$ cat config.mk
export PLATFORM = sky130hd
export DESIGN_NAME = ram_bist
export DESIGN_NICKNAME = d
export VERILOG_FILES = /design/src/rtl/ram_bist.sv
export SDC_FILE = /design/constraint.sdc
export NUM_CORES = 1
export LEC_CHECK = 0
export ABC_AREA = 1
export CAP_MARGIN = 20
export CORE_MARGIN = 2
export CORE_UTILIZATION = 42
export CTS_BUF_LIST = sky130_fd_sc_hd__clkbuf_8
export DETAILED_ROUTE_END_ITERATION = 7
export MAX_ROUTING_LAYER = met4
export PLACE_DENSITY = 0.69
export SKIP_LAST_GASP = 1
export SLEW_MARGIN = 20
export SYNTH_ARGS = -nofsm -noshare
export SYNTH_HDL_FRONTEND = slang
export SYNTH_SLANG_ARGS = --single-unit
$ cat constraint.sdc
create_clock -name aclk -period 1.9 [get_ports aclk]
set_input_delay 0.38 -clock aclk [delete_from_list [all_inputs] [get_ports aclk]]
set_output_delay 0.38 -clock aclk [all_outputs]
set_load 0.005 [all_outputs]
$ cat src/rtl/ram_bist.sv
// ram_bist -- march-style RAM built-in self test controller.
//
// Writes exp(a) = seed ^ a to every word, reads every word back and compares
// against the same pattern one cycle after each read. Reports the number of
// mismatches (saturating) and the address of the first mismatch of the run.
//
// Optional feature: define RAM_BIST_INV_PASS_EN to add a second write/read
// pass using the inverted pattern ~exp(a). Errors accumulate over both passes.
//
// Ports:
//   aclk, aresetn    clock (rising edge) and asynchronous active-low reset
//   start, seed      single-cycle run request and base pattern (latched on accept)
//   wren/wraddr/wrdata   RAM write port
//   rden/rdaddr/rddata   RAM read port, rddata valid one cycle after rden
//   busy, done, pass     run status; done holds until the next accepted start
//   err_count            mismatch count, saturating at 16'hFFFF
//   first_err_addr       address of the first mismatch of the run
module ram_bist #(
    parameter int ADDR_WIDTH = 8,
    parameter int RAM_DEPTH  = 2 ** ADDR_WIDTH,
    parameter int DATA_WIDTH = 32
) (
    input  logic                  aclk,
    input  logic                  aresetn,
    input  logic                  start,
    input  logic [DATA_WIDTH-1:0] seed,
    output logic                  wren,
    output logic [ADDR_WIDTH-1:0] wraddr,
    output logic [DATA_WIDTH-1:0] wrdata,
    output logic                  rden,
    output logic [ADDR_WIDTH-1:0] rdaddr,
    input  logic [DATA_WIDTH-1:0] rddata,
    output logic                  busy,
    output logic                  done,
    output logic                  pass,
    output logic [15:0]           err_count,
    output logic [ADDR_WIDTH-1:0] first_err_addr
);

    typedef enum logic [2:0] {IDLE, WRITE, READ, DRAIN, DONE} state_t;

    localparam logic [ADDR_WIDTH-1:0] LAST_ADDR = ADDR_WIDTH'(RAM_DEPTH - 1);

    state_t                state, state_next;
    logic [ADDR_WIDTH-1:0] addr, addr_next;
    logic [DATA_WIDTH-1:0] seed_q, seed_next;
    logic                  accept;
    logic [DATA_WIDTH-1:0] wr_pattern;
    logic [DATA_WIDTH-1:0] cmp_pattern;
    logic                  mismatch;

    // Compare stage: tracks which address the returning rddata belongs to.
    logic                  vld_p1;
    logic [ADDR_WIDTH-1:0] addr_p1;

`ifdef RAM_BIST_INV_PASS_EN
    logic inv_q, inv_next, inv_p1;
`endif

    function automatic logic [DATA_WIDTH-1:0] exp_word(
        input logic [DATA_WIDTH-1:0] base,
        input logic [ADDR_WIDTH-1:0] a
    );
        return base ^ DATA_WIDTH'(a);
    endfunction

    function automatic logic [15:0] sat_inc(input logic [15:0] cnt);
        return (cnt == 16'hFFFF) ? cnt : cnt + 16'd1;
    endfunction

    // State register
    always_ff @(posedge aclk or negedge aresetn) begin
        if (!aresetn) begin
            state <= IDLE;
        end else begin
            state <= state_next;
        end
    end

    // Next-state and counter logic
    always_comb begin
        state_next = state;
        addr_next  = addr;
        seed_next  = seed_q;
        accept     = 1'b0;
`ifdef RAM_BIST_INV_PASS_EN
        inv_next   = inv_q;
`endif
        case (state)
            IDLE, DONE: begin
                if (start) begin
                    accept     = 1'b1;
                    seed_next  = seed;
                    addr_next  = '0;
                    state_next = WRITE;
`ifdef RAM_BIST_INV_PASS_EN
                    inv_next   = 1'b0;
`endif
                end
            end
            WRITE: begin
                if (addr == LAST_ADDR) begin
                    addr_next  = '0;
                    state_next = READ;
                end else begin
                    addr_next  = addr + ADDR_WIDTH'(1);
                end
            end
            READ: begin
                if (addr == LAST_ADDR) begin
                    addr_next  = '0;
                    state_next = DRAIN;
                end else begin
                    addr_next  = addr + ADDR_WIDTH'(1);
                end
            end
            DRAIN: begin
`ifdef RAM_BIST_INV_PASS_EN
                if (!inv_q) begin
                    inv_next   = 1'b1;
                    state_next = WRITE;
                end else begin
                    state_next = DONE;
                end
`else
                state_next = DONE;
`endif
            end
            default: state_next = IDLE;
        endcase
    end

    // Write data is computed from the next-cycle seed/address so the
    // registered write port lines up with the WRITE state cycle.
`ifdef RAM_BIST_INV_PASS_EN
    assign wr_pattern  = inv_next ? ~exp_word(seed_next, addr_next) : exp_word(seed_next, addr_next);
    assign cmp_pattern = inv_p1 ? ~exp_word(seed_q, addr_p1) : exp_word(seed_q, addr_p1);
`else
    assign wr_pattern  = exp_word(seed_next, addr_next);
    assign cmp_pattern = exp_word(seed_q, addr_p1);
`endif

    assign mismatch = vld_p1 && (rddata != cmp_pattern);

    // Datapath, RAM port registers and error bookkeeping
    always_ff @(posedge aclk or negedge aresetn) begin
        if (!aresetn) begin
            addr           <= '0;
            seed_q         <= '0;
            wren           <= 1'b0;
            wraddr         <= '0;
            wrdata         <= '0;
            rden           <= 1'b0;
            rdaddr         <= '0;
            vld_p1         <= 1'b0;
            addr_p1        <= '0;
            err_count      <= '0;
            first_err_addr <= '0;
`ifdef RAM_BIST_INV_PASS_EN
            inv_q          <= 1'b0;
            inv_p1         <= 1'b0;
`endif
        end else begin
            addr   <= addr_next;
            seed_q <= seed_next;
            wren   <= (state_next == WRITE);
            rden   <= (state_next == READ);
            if (state_next == WRITE) begin
                wraddr <= addr_next;
                wrdata <= wr_pattern;
            end
            if (state_next == READ) begin
                rdaddr <= addr_next;
            end
            // Read issue -> compare stage
            vld_p1  <= rden;
            addr_p1 <= rdaddr;
`ifdef RAM_BIST_INV_PASS_EN
            inv_q  <= inv_next;
            inv_p1 <= inv_q;
`endif
            if (accept) begin
                err_count      <= '0;
                first_err_addr <= '0;
            end else if (mismatch) begin
                err_count <= sat_inc(err_count);
                if (err_count == 16'd0) begin
                    first_err_addr <= addr_p1;
                end
            end
        end
    end

    assign busy = (state == WRITE) || (state == READ) || (state == DRAIN);
    assign done = (state == DONE);
    assign pass = done && (err_count == 16'd0);

endmodule

==> results.py, run 1 <==
metrics = {
    "run_status": {
        "status": "finished, violations left",
        "violations": "negative setup slack",
    },
    "pwr": {
        "peakVddDrop_uv": 854,
        "p_leak_nw": 4.68,
        "power.density_nw_per_um2": 1190,
    },
    "sta": {
        "clock_skew_ps": 12.0,
        "fin_ws_ps": -214,
        "rsz0062_at_grt": "yes",
        "post-route-period-util": 1.11,
        "max-slew-margin-rel": 0.747,
        "slew_viol_final": 0,
        "holdWs_ps": 347,
        "worst_pin_slew_ps": 375,
        "hold_violations": 0,
        "period_needed_ps": 2110,
        "fmax_mhz": 473,
        "setup_viol": 1,
    },
    "floorplanning": {
        "core_area_um2": 14400,
        "initial_utilization": 0.427,
        "die_w_um": 125,
        "die_h_um": 125,
        "ios": 144,
        "die_area_um2": 15600,
        "rows": 44,
    },
    "cells_and_area": {
        "final_util": 0.617,
        "num-nets-final": 1081,
        "antenna_cells": 0,
        "drive_above_1_share": 0.126,
        "area_delta_synth_final_pct": 44.5,
        "fill_cells": 1292,
    },
    "logic_synthesis": {
        "synth_fp_nets": 876,
        "synth_flop_cell": "dfrtp_1",
        "yosys_warnings": 0,
        "synth.distinct_cells": 31,
        "synthTopCellsByArea": "dfrtp_1, nand2_1, inv_1",
        "synth_largest_area_cell": "dfrtp_1",
        "synth_area_per_cell_um2": 7.63,
        "synth.ff_latch_count": 126,
        "synth_area_um2": 6150,
        "synth-edff-count": 0,
        "async_reset_ff_frac": 1.00,
        "ys_top_cells_by_count": "nand2_1, dfrtp_1, inv_1, nor2_1, nand3_1",
        "synth_top_area_share": 0.512,
        "synthCells": 806,
        "ys_seq_area_frac": 0.512,
        "synth_most_common_cell": "nand2_1",
    },
    "run": {
        "maxCapViolCount": 0,
    },
    "route": {
        "vias": 5806,
        "drt-total-wl_um": 17200,
        "drt-initial-drc-count": 307,
        "first_pass_iters": 4,
        "avgViaCountPerCell": 4.81,
        "drcViolationCount": 0,
        "ant_nets": 0,
        "wl_per_cell_um": 14.3,
    },
    "placement": {
        "post-place-ws_ps": -381,
        "gp_congestion": 0.852,
        "io_buffers": 143,
        "dp_hpwl_um": 11800,
    },
    "grt": {
        "grt-ovfl-total": 0,
        "grt_pass1_vias": 5463,
        "grt_max_degree": 43,
        "grt_usage": 0.223,
        "antenna_found_initial": 0,
        "grt_pass1_wl_um": 27100,
    },
    "critical_path": {
        "endpoint": "pass",
        "critPathLaunch": "err_count[13]$_DFFE_PN0P_",
        "rr_endpoint": "wrdata[1]$_DFFE_PN0N_",
        "reg2reg_depth": 10,
        "startpoint_type": "flip-flop",
        "worstPathRequired_ps": 1520,
        "critical_path_class": "flip-flop to output port",
        "end_kind": "output port",
        "r2r-start": "addr[0]$_DFF_PN0_",
        "rrSetupSlack_ps": 70,
        "cp.arrival_ps": 1730,
        "path_max_fanout": 2,
    },
    "clock_network": {
        "htree_levels": 4,
        "cts_sinks": 126,
        "cts_buffer_depth": 2,
        "cts-root-buf": "clkbuf_8",
        "clk_pin_slew_ps": 80,
        "cts_tree": "yes",
        "clk_latency_ps": 450,
        "cts_made_buffers": 17,
    },
    "worst_hold_path": {
        "holdCritPathClass": "input port to async pin",
    },
}
==> flip-flops by register name (all words and copies together), names as in the netlist, 3 cells and up <==
signal,cells
err_count,16
state,3
wraddr,8
addr,8
wrdata,32
rdaddr,8
seed_q,32
addr_p1,8
first_err_addr,8
==> routing by layer <==
layer,track usage,up-vias,part of all wire
met5,-,-,0
met4,0.0614,0,0.012
met3,0.0492,17,0.045
met2,0.353,125,0.48
met1,0.291,2740,0.47
li1,-,2924,-
==> cells in the final DEF (no fill, tap or decap), types with 3 or more instances in the layout <==
master / netlist / routed
nor4_2: 0 / 3
dfrtp_1: 126 / 126
a31oi_1: 10 / 10
buf_12: 0 / 8
buf_6: 0 / 11
dlymetal6s2s_1: 0 / 4
nor3_1: 4 / 3
nand4_1: 25 / 25
nor2_1: 70 / 69
buf_4: 0 / 45
nand2_2: 3 / 6
xnor2_1: 5 / 5
o21ai_0: 14 / 13
clkbuf_8: 0 / 19
nand3b_1: 7 / 7
nand3_1: 47 / 44
a21oi_1: 29 / 28
nand3_2: 1 / 3
nand2_1: 299 / 295
o21ai_1: 4 / 5
clkinvlp_4: 0 / 7
nand3_4: 1 / 3
clkdlybuf4s50_1: 0 / 134
xor2_1: 12 / 12
nor2_2: 4 / 4
inv_1: 107 / 107
==> worst max-delay path, stage by stage (launching register included) <==
cell and delay (ps):
dfrtp_1 420, nor4_2 300, nand2_1 150, nor4_2 180, buf_4 160, buf_6 80
==> what timing repair did <==
action / 4_1_cts / 5_1_grt
gates resized for setup: 13 / 33
hold buffers: 1 / 0
pin swaps: 5 / 9
cloned: 0 / 5
setup buffers: 1 / 7
hold endpoints to repair: 14 / 0
setup endpoints to repair: 19 / 79
==> area by class of cell <==
cell class / count / area (um2) / share of cell area
inverters: 108 / 414 / 0.0466
multi-input cells: 549 / 2580 / 0.290
flip-flops and latches: 126 / 3150 / 0.355
clock buffers: 19 / 262 / 0.0294
well taps: 184 / 230 / 0.0259
repair buffers: 209 / 2110 / 0.237
clock inverters: 13 / 140 / 0.0158
==> worst min path at each step <==
stage / endpoint / slack [ps] / cells after the start
after detailed placement: wrdata[10]$_DFFE_PN0N_ / 280 / 1
final: wrdata[1]$_DFFE_PN0N_ / 350 / 2
after global routing: wrdata[1]$_DFFE_PN0N_ / 350 / 2
after global placement: wrdata[10]$_DFFE_PN0N_ / 270 / 1
after CTS: wrdata[1]$_DFFE_PN0N_ / 320 / 2
after floorplan: addr[0]$_DFF_PN0_ / 80 / 0
==> per-stage QoR <==
step | TNS, ps | total power [W] | cells | area (um2)
detailed placement | -7440 | 0.00808 | 1163 | 8210
finish | -214 | 0.0106 | 1208 | 8890
CTS | -312 | 0.0105 | 1197 | 8650
floorplan | 0 | 0.00609 | 806 | 6150
global route | -2290 | 0.0114 | 1208 | 8890
global placement | -6700 | 0.00799 | 1163 | 8210
==> logic make-up (layout without fill, tap and decap cells) <==
group                      Yosys count  count (layout)  share of synthesized area
xor gates and xnor gates            17              17                     0.0242
buffers and inverters              132             349                     0.0846
AOI/OAI and AO/OA                   60              60                     0.0519
and+or+nand+nor                    468             469                      0.321
DFF                                126             126                      0.512
adders and majority gates            3               3                    0.00610
==> power breakdown <==
part,internal (W),switching (W)
combinational,0.00205,0.00216
sequential,0.00354,0.000476
clock,0.00123,0.00113
total,0.00682,0.00376
No activity file was read; power rests on OpenSTA's default activity.
==> inputs of run 2 (changes only) <==
Settings changed: CORE_UTILIZATION 42 to 52, PLACE_DENSITY 0.69 to 0.83.
==> run 2 against run 1 <==
  * The flow still finishes with violations (negative setup slack)
  * Final area is 2.2% lower
  * Critical path type unchanged
  * Hold slack better by 77 ps
  * Register-to-register slack hardly changed
  * Largest cell class unchanged
  * Sequential share of layout area is 0.79 points higher
  * Non-clock buffer count is 12 lower
  * Global-route usage is 5.0 points higher
  * Largest power group unchanged
  * Utilization is 14 points higher
  * Wire length is 2.6% lower
  * First-iteration DRC count is 9.1% higher
  * Combinational power is 4% lower
  * Critical path depth is 1 lower
  * Total power is 1.1% lower
==> results.py, run 2 (synthesis results as in run 1) <==
metrics = {
    "sta": {
        "post-route-period-util": 1.13,
        "fmax_mhz": 466,
        "slew_viol_final": 0,
        "max-slew-margin-rel": 0.677,
        "holdWs_ps": 424,
        "setup_viol": 2,
        "period_needed_ps": 2150,
        "fin_ws_ps": -248,
        "clock_skew_ps": 12.0,
        "setup_tns_ps": -287,
        "worst_pin_slew_ps": 485,
        "hold_violations": 0,
        "rsz0062_at_grt": "yes",
    },
    "critical_path": {
        "crit_family": "simple AND/OR/NAND/NOR gates",
        "worstPathRequired_ps": 1520,
        "slowest_delay_ps": 400,
        "cp_num_buf_inv": 1,
        "path_max_fanout": 2,
        "critical_path_class": "flip-flop to output port",
        "cp.arrival_ps": 1770,
        "startpoint_type": "flip-flop",
        "cpMostUsedCell": "nor4_2",
        "end_kind": "output port",
        "cp_slowest_cell": "dfrtp_1",
        "path_cells": "nor4_2, nand2_1, nor4_2, buf_2",
    },
    "grt": {
        "grt_usage": 0.273,
        "grt-ovfl-total": 0,
        "grt_pass1_vias": 5637,
        "grt_max_degree": 59,
        "antenna_found_initial": 0,
        "grt_pass1_wl_um": 27000,
    },
    "clock_network": {
        "clk_latency_ps": 430,
        "cts_made_buffers": 17,
        "cts-root-buf": "clkbuf_8",
        "cts_sinks": 126,
        "clk_pin_slew_ps": 70,
        "cts_buffer_depth": 2,
        "htree_levels": 4,
        "cts_tree": "yes",
    },
    "cells_and_area": {
        "final_area_um2": 8700,
        "top_regs": "seed_q x32, wrdata x32, err_count x16",
        "area_delta_synth_final_pct": 41.4,
        "multiInputGateArea_um2": 2610,
        "num-nets-final": 1069,
        "drive_above_1_share": 0.118,
        "antenna_cells": 0,
        "mostFrequentLayoutCells": "nand2_1, clkdlybuf4s50_1, dfrtp_1",
        "fill_cells": 824,
        "seqCellArea_um2": 3150,
        "layout_commonest_cell": "nand2_1",
    },
    "floorplanning": {
        "ios": 144,
        "die_w_um": 113,
        "core_area_um2": 11500,
        "initial_utilization": 0.537,
        "die_h_um": 113,
        "die_area_um2": 12700,
        "rows": 39,
    },
    "run": {
        "maxCapViolCount": 0,
    },
    "pwr": {
        "peakVddDrop_uv": 915,
        "power_w": 0.0105,
        "p_leak_nw": 4.54,
        "power.density_nw_per_um2": 1200,
    },
    "route": {
        "ant_nets": 0,
        "wl_per_cell_um": 14.5,
        "drt-total-wl_um": 16800,
        "vias": 5935,
        "first_pass_iters": 5,
        "drt-initial-drc-count": 335,
        "drcViolationCount": 0,
        "avgViaCountPerCell": 5.14,
    },
    "worst_hold_path": {
        "holdCritPathClass": "flip-flop to flip-flop",
    },
    "run_status": {
        "status": "finished, violations left",
        "violations": "negative setup slack",
    },
    "placement": {
        "io_buffers": 143,
        "dp_hpwl_um": 11900,
        "gp_congestion": 0.883,
        "dpl_cell_area_um2": 8110,
    },
}
==> run 2: changes by cell type in the layout (fill, tap and decap cells not counted), sizes merged <==
cell | previous run | this run
buf | 65 | 55
clkdlybuf4s50 | 134 | 139
clkinv | 3 | 1
clkinvlp | 7 | 5
dlymetal6s2s | 4 | 0
==> run 2: final timing paths <==
kind,cells after the start,start,slack [ps],endpoint
setup / recovery,4,err_count[12]$_DFFE_PN0P_,-250,pass
hold / removal,0,rdaddr[7]$_DFFE_PN0N_,420,addr_p1[7]$_DFF_PN0_
setup reg to reg,11,addr[1]$_DFF_PN0_,80,rdaddr[0]$_DFFE_PN0N_
hold reg to reg,0,rdaddr[7]$_DFFE_PN0N_,420,addr_p1[7]$_DFF_PN0_
max in group asynchronous,3,aresetn,820,wrdata[23]$_DFFE_PN0N_
min in group asynchronous,2,aresetn,450,wren$_DFF_PN0_
==> run 2: metrics by stage <==
step                worst slack, ps   util  instances
detailed placement             -300  0.707       1115
global placement               -218  0.707       1115
finish                         -248  0.759       1154
global route                   -331  0.759       1154
floorplan                       159      -        806
CTS                            -251  0.746       1149
==> run 2: routing by layer <==
| layer | track usage | part of all wire | vias to the layer above |
|---|---|---|---|
| met1 | 0.354 | 0.43 | 2781 |
| met4 | 0.0894 | 0.017 | 0 |
| met2 | 0.446 | 0.50 | 208 |
| li1 | - | - | 2913 |
| met3 | 0.0402 | 0.058 | 33 |
| met5 | - | 0 | - |
==> run 2: what timing repair did <==
item / CTS / global route
hold buffers: 1 / 0
endpoints found under the setup margin: 8 / 64
endpoints found under the hold margin: 34 / 0
setup buffers: 2 / 4
gates resized for setup: 10 / 26
pin swaps: 4 / 9
gates cloned: 0 / 1
==> run 2: area by class of cell <==
type / instances / share of cell area
Clock buffer: 22 / 0.0348
Clock inverter: 9 / 0.0127
Inverter: 108 / 0.0469
Multi-Input combinational cell: 549 / 0.300
Sequential cell: 126 / 0.362
Tap cell: 143 / 0.0206
Timing Repair Buffer: 197 / 0.223
==> run 2: power by group <==
part	internal, W	switching [W]
registers	0.00354	0.000497
logic	0.00195	0.00211
clock network	0.00133	0.00105
==> variant (config.mk and constraints of run 1) <==
Add a define of `RAM_BIST_INV_PASS_EN`.
--- a/src/rtl/ram_bist.sv
+++ b/src/rtl/ram_bist.sv
@@ -15,6 +15,8 @@
 //   busy, done, pass     run status; done holds until the next accepted start
 //   err_count            mismatch count, saturating at 16'hFFFF
 //   first_err_addr       address of the first mismatch of the run
+`define RAM_BIST_INV_PASS_EN
+
 module ram_bist #(
     parameter int ADDR_WIDTH = 8,
     parameter int RAM_DEPTH  = 2 ** ADDR_WIDTH,
Formal check against the unedited RTL: same outputs for any inputs over 10 cycles, from zero or initial values and one cycle with aresetn low; that may be too few to reach the edited logic, so the function may still have changed.
==> variant against run 1 <==
  * Sequential power grew 15%
  * Sequential cell count grew 2
  * Largest cell class is now multi-input combinational cells
  * Largest power group unchanged
  * Cell area grew 21%
  * The flow still finishes with violations (negative setup slack)
  * Critical path type unchanged
  * Clock power grew 24%
  * Power grew 49%
  * Worst setup slack lost 0.052 ns
  * Synthesized area grew 14%
  * Combinational power grew 95%
  * Register-to-register slack lost 0.19 ns
  * Wire length grew 22%
  * Cell count grew 17%
==> variant: results (changes against run 1) <==
metric,value,unit,change
Adder-Cell Fraction of Synth Area,0.536,%,-0.074 points
Post-Place Cell Area,9190,um2,+12%
peak supply drop,966,uV,+13%
TNS Setup,-3.26,ns,-3.05 ns
#MultiIn Comb,672,,+22%
CP peak stage delay,0.39,ns,-0.03 ns
share of the yosys chip area belonging to registers,45.8,%,-5.5 points
hold slack final,0.362,ns,+0.0148 ns
Final Setup Violations,55,,+54
Final HPWL DP,13700,um,+16%
setup slack after layout,-0.266,ns,-0.0519 ns
Avg Inst Size Synth,7.55,um2,-1.1%
Worst Path Arrival,1.79,ns,+0.06 ns
bufs w/o clock,264,,+26%
setup slack at placement,-0.300,ns,+0.0809 ns
Seq/total area,29.7,%,-5.7 points
WL met3,982,um,+26%
failing checks,negative setup slack,,
Critical path origin,err_count[1],,
NonClk Buf Share,24.9,%,+1.1 points
grt met2 use,34.9,%,-0.38 points
grt met1 use,28.4,%,-0.69 points
#FFs+latches synth,128,,+1.6%
Area Growth Syn to Fin,54.0,%,
multi-input combinational area share,34.6,%,+5.6 points
Post-synth top cells,"nand2_1, dfrtp_1, inv_1, nor2_1, o21ai_0",,
largest net degree at the start of global routing,47,,+9.3%
inverters,100,,-7.4%
diode count,1,,+1
first-pass GRT wire length,30600,um,+13%
length of routed met2 wiring,10100,um,+23%
Synth area leaders,"dfrtp_1, nand2_1, inv_1",,
via count,6791,,+17%
# fillers,1344,,+4.0%
layout cells sized above 1,23.5,%,+11 points
antenna violations before repair,1,,+1
first-pass detailed-route iteration total,6,,+2
Core Box Area,16400,um2,+14%
syn_nets,997,,+14%
status,"complete, but fails checks",,
reg2reg path depth,12,,+2
measured slew at the worst slew-check pin,0.461,ns,+0.0855 ns
Int Pwr,9710,uW,+42%
number of global-route vias before repair,6367,,+17%
post-synth cell types,41,,+32%
R2R Path End,wrdata[0],,
Compound-Gate Fraction of Synth Area,6.51,%,+1.3 points
R2R setup slack,-0.12,ns,-0.19 ns
initial DRC count,341,,+11%
vias per cell,4.80,,-0.22%
Post-Synth XOR/XNOR Area,7.76,%,+5.3 points
NumNets Final,1253,,+16%
Total GRT Usage,22.7,%,+0.40 points
## variant: cell types whose count changed after synthesis, moves of 6 or more
cell	change
nand2_1	+69
a31oi_1	-9
o21ai_0	+42
a21oi_1	-24
buf_4	+7
xor2_1	+27
inv_1	-10
xnor2_1	+18
o21ai_1	+6
nor2_1	-12
nand4_1	-19
## variant: power by group through the flow
stage / sequential [uW] / combinational, uW / clock, uW
3_5_place_dp: 4570 / 6650 / 0
6_report: 4630 / 8230 / 2920
2_1_floorplan: 4520 / 3740 / 0
3_3_place_gp: 4570 / 6550 / 0
4_1_cts: 4560 / 6900 / 2960
5_1_grt: 4750 / 9080 / 3080
## variant: what timing repair did
action,CTS,global route
hold buffers,1,0
gates resized for setup,56,145
setup buffers,9,21
hold endpoints to repair,16,0
cloned,2,10
pin swaps,28,32
endpoints found under the setup margin,40,75
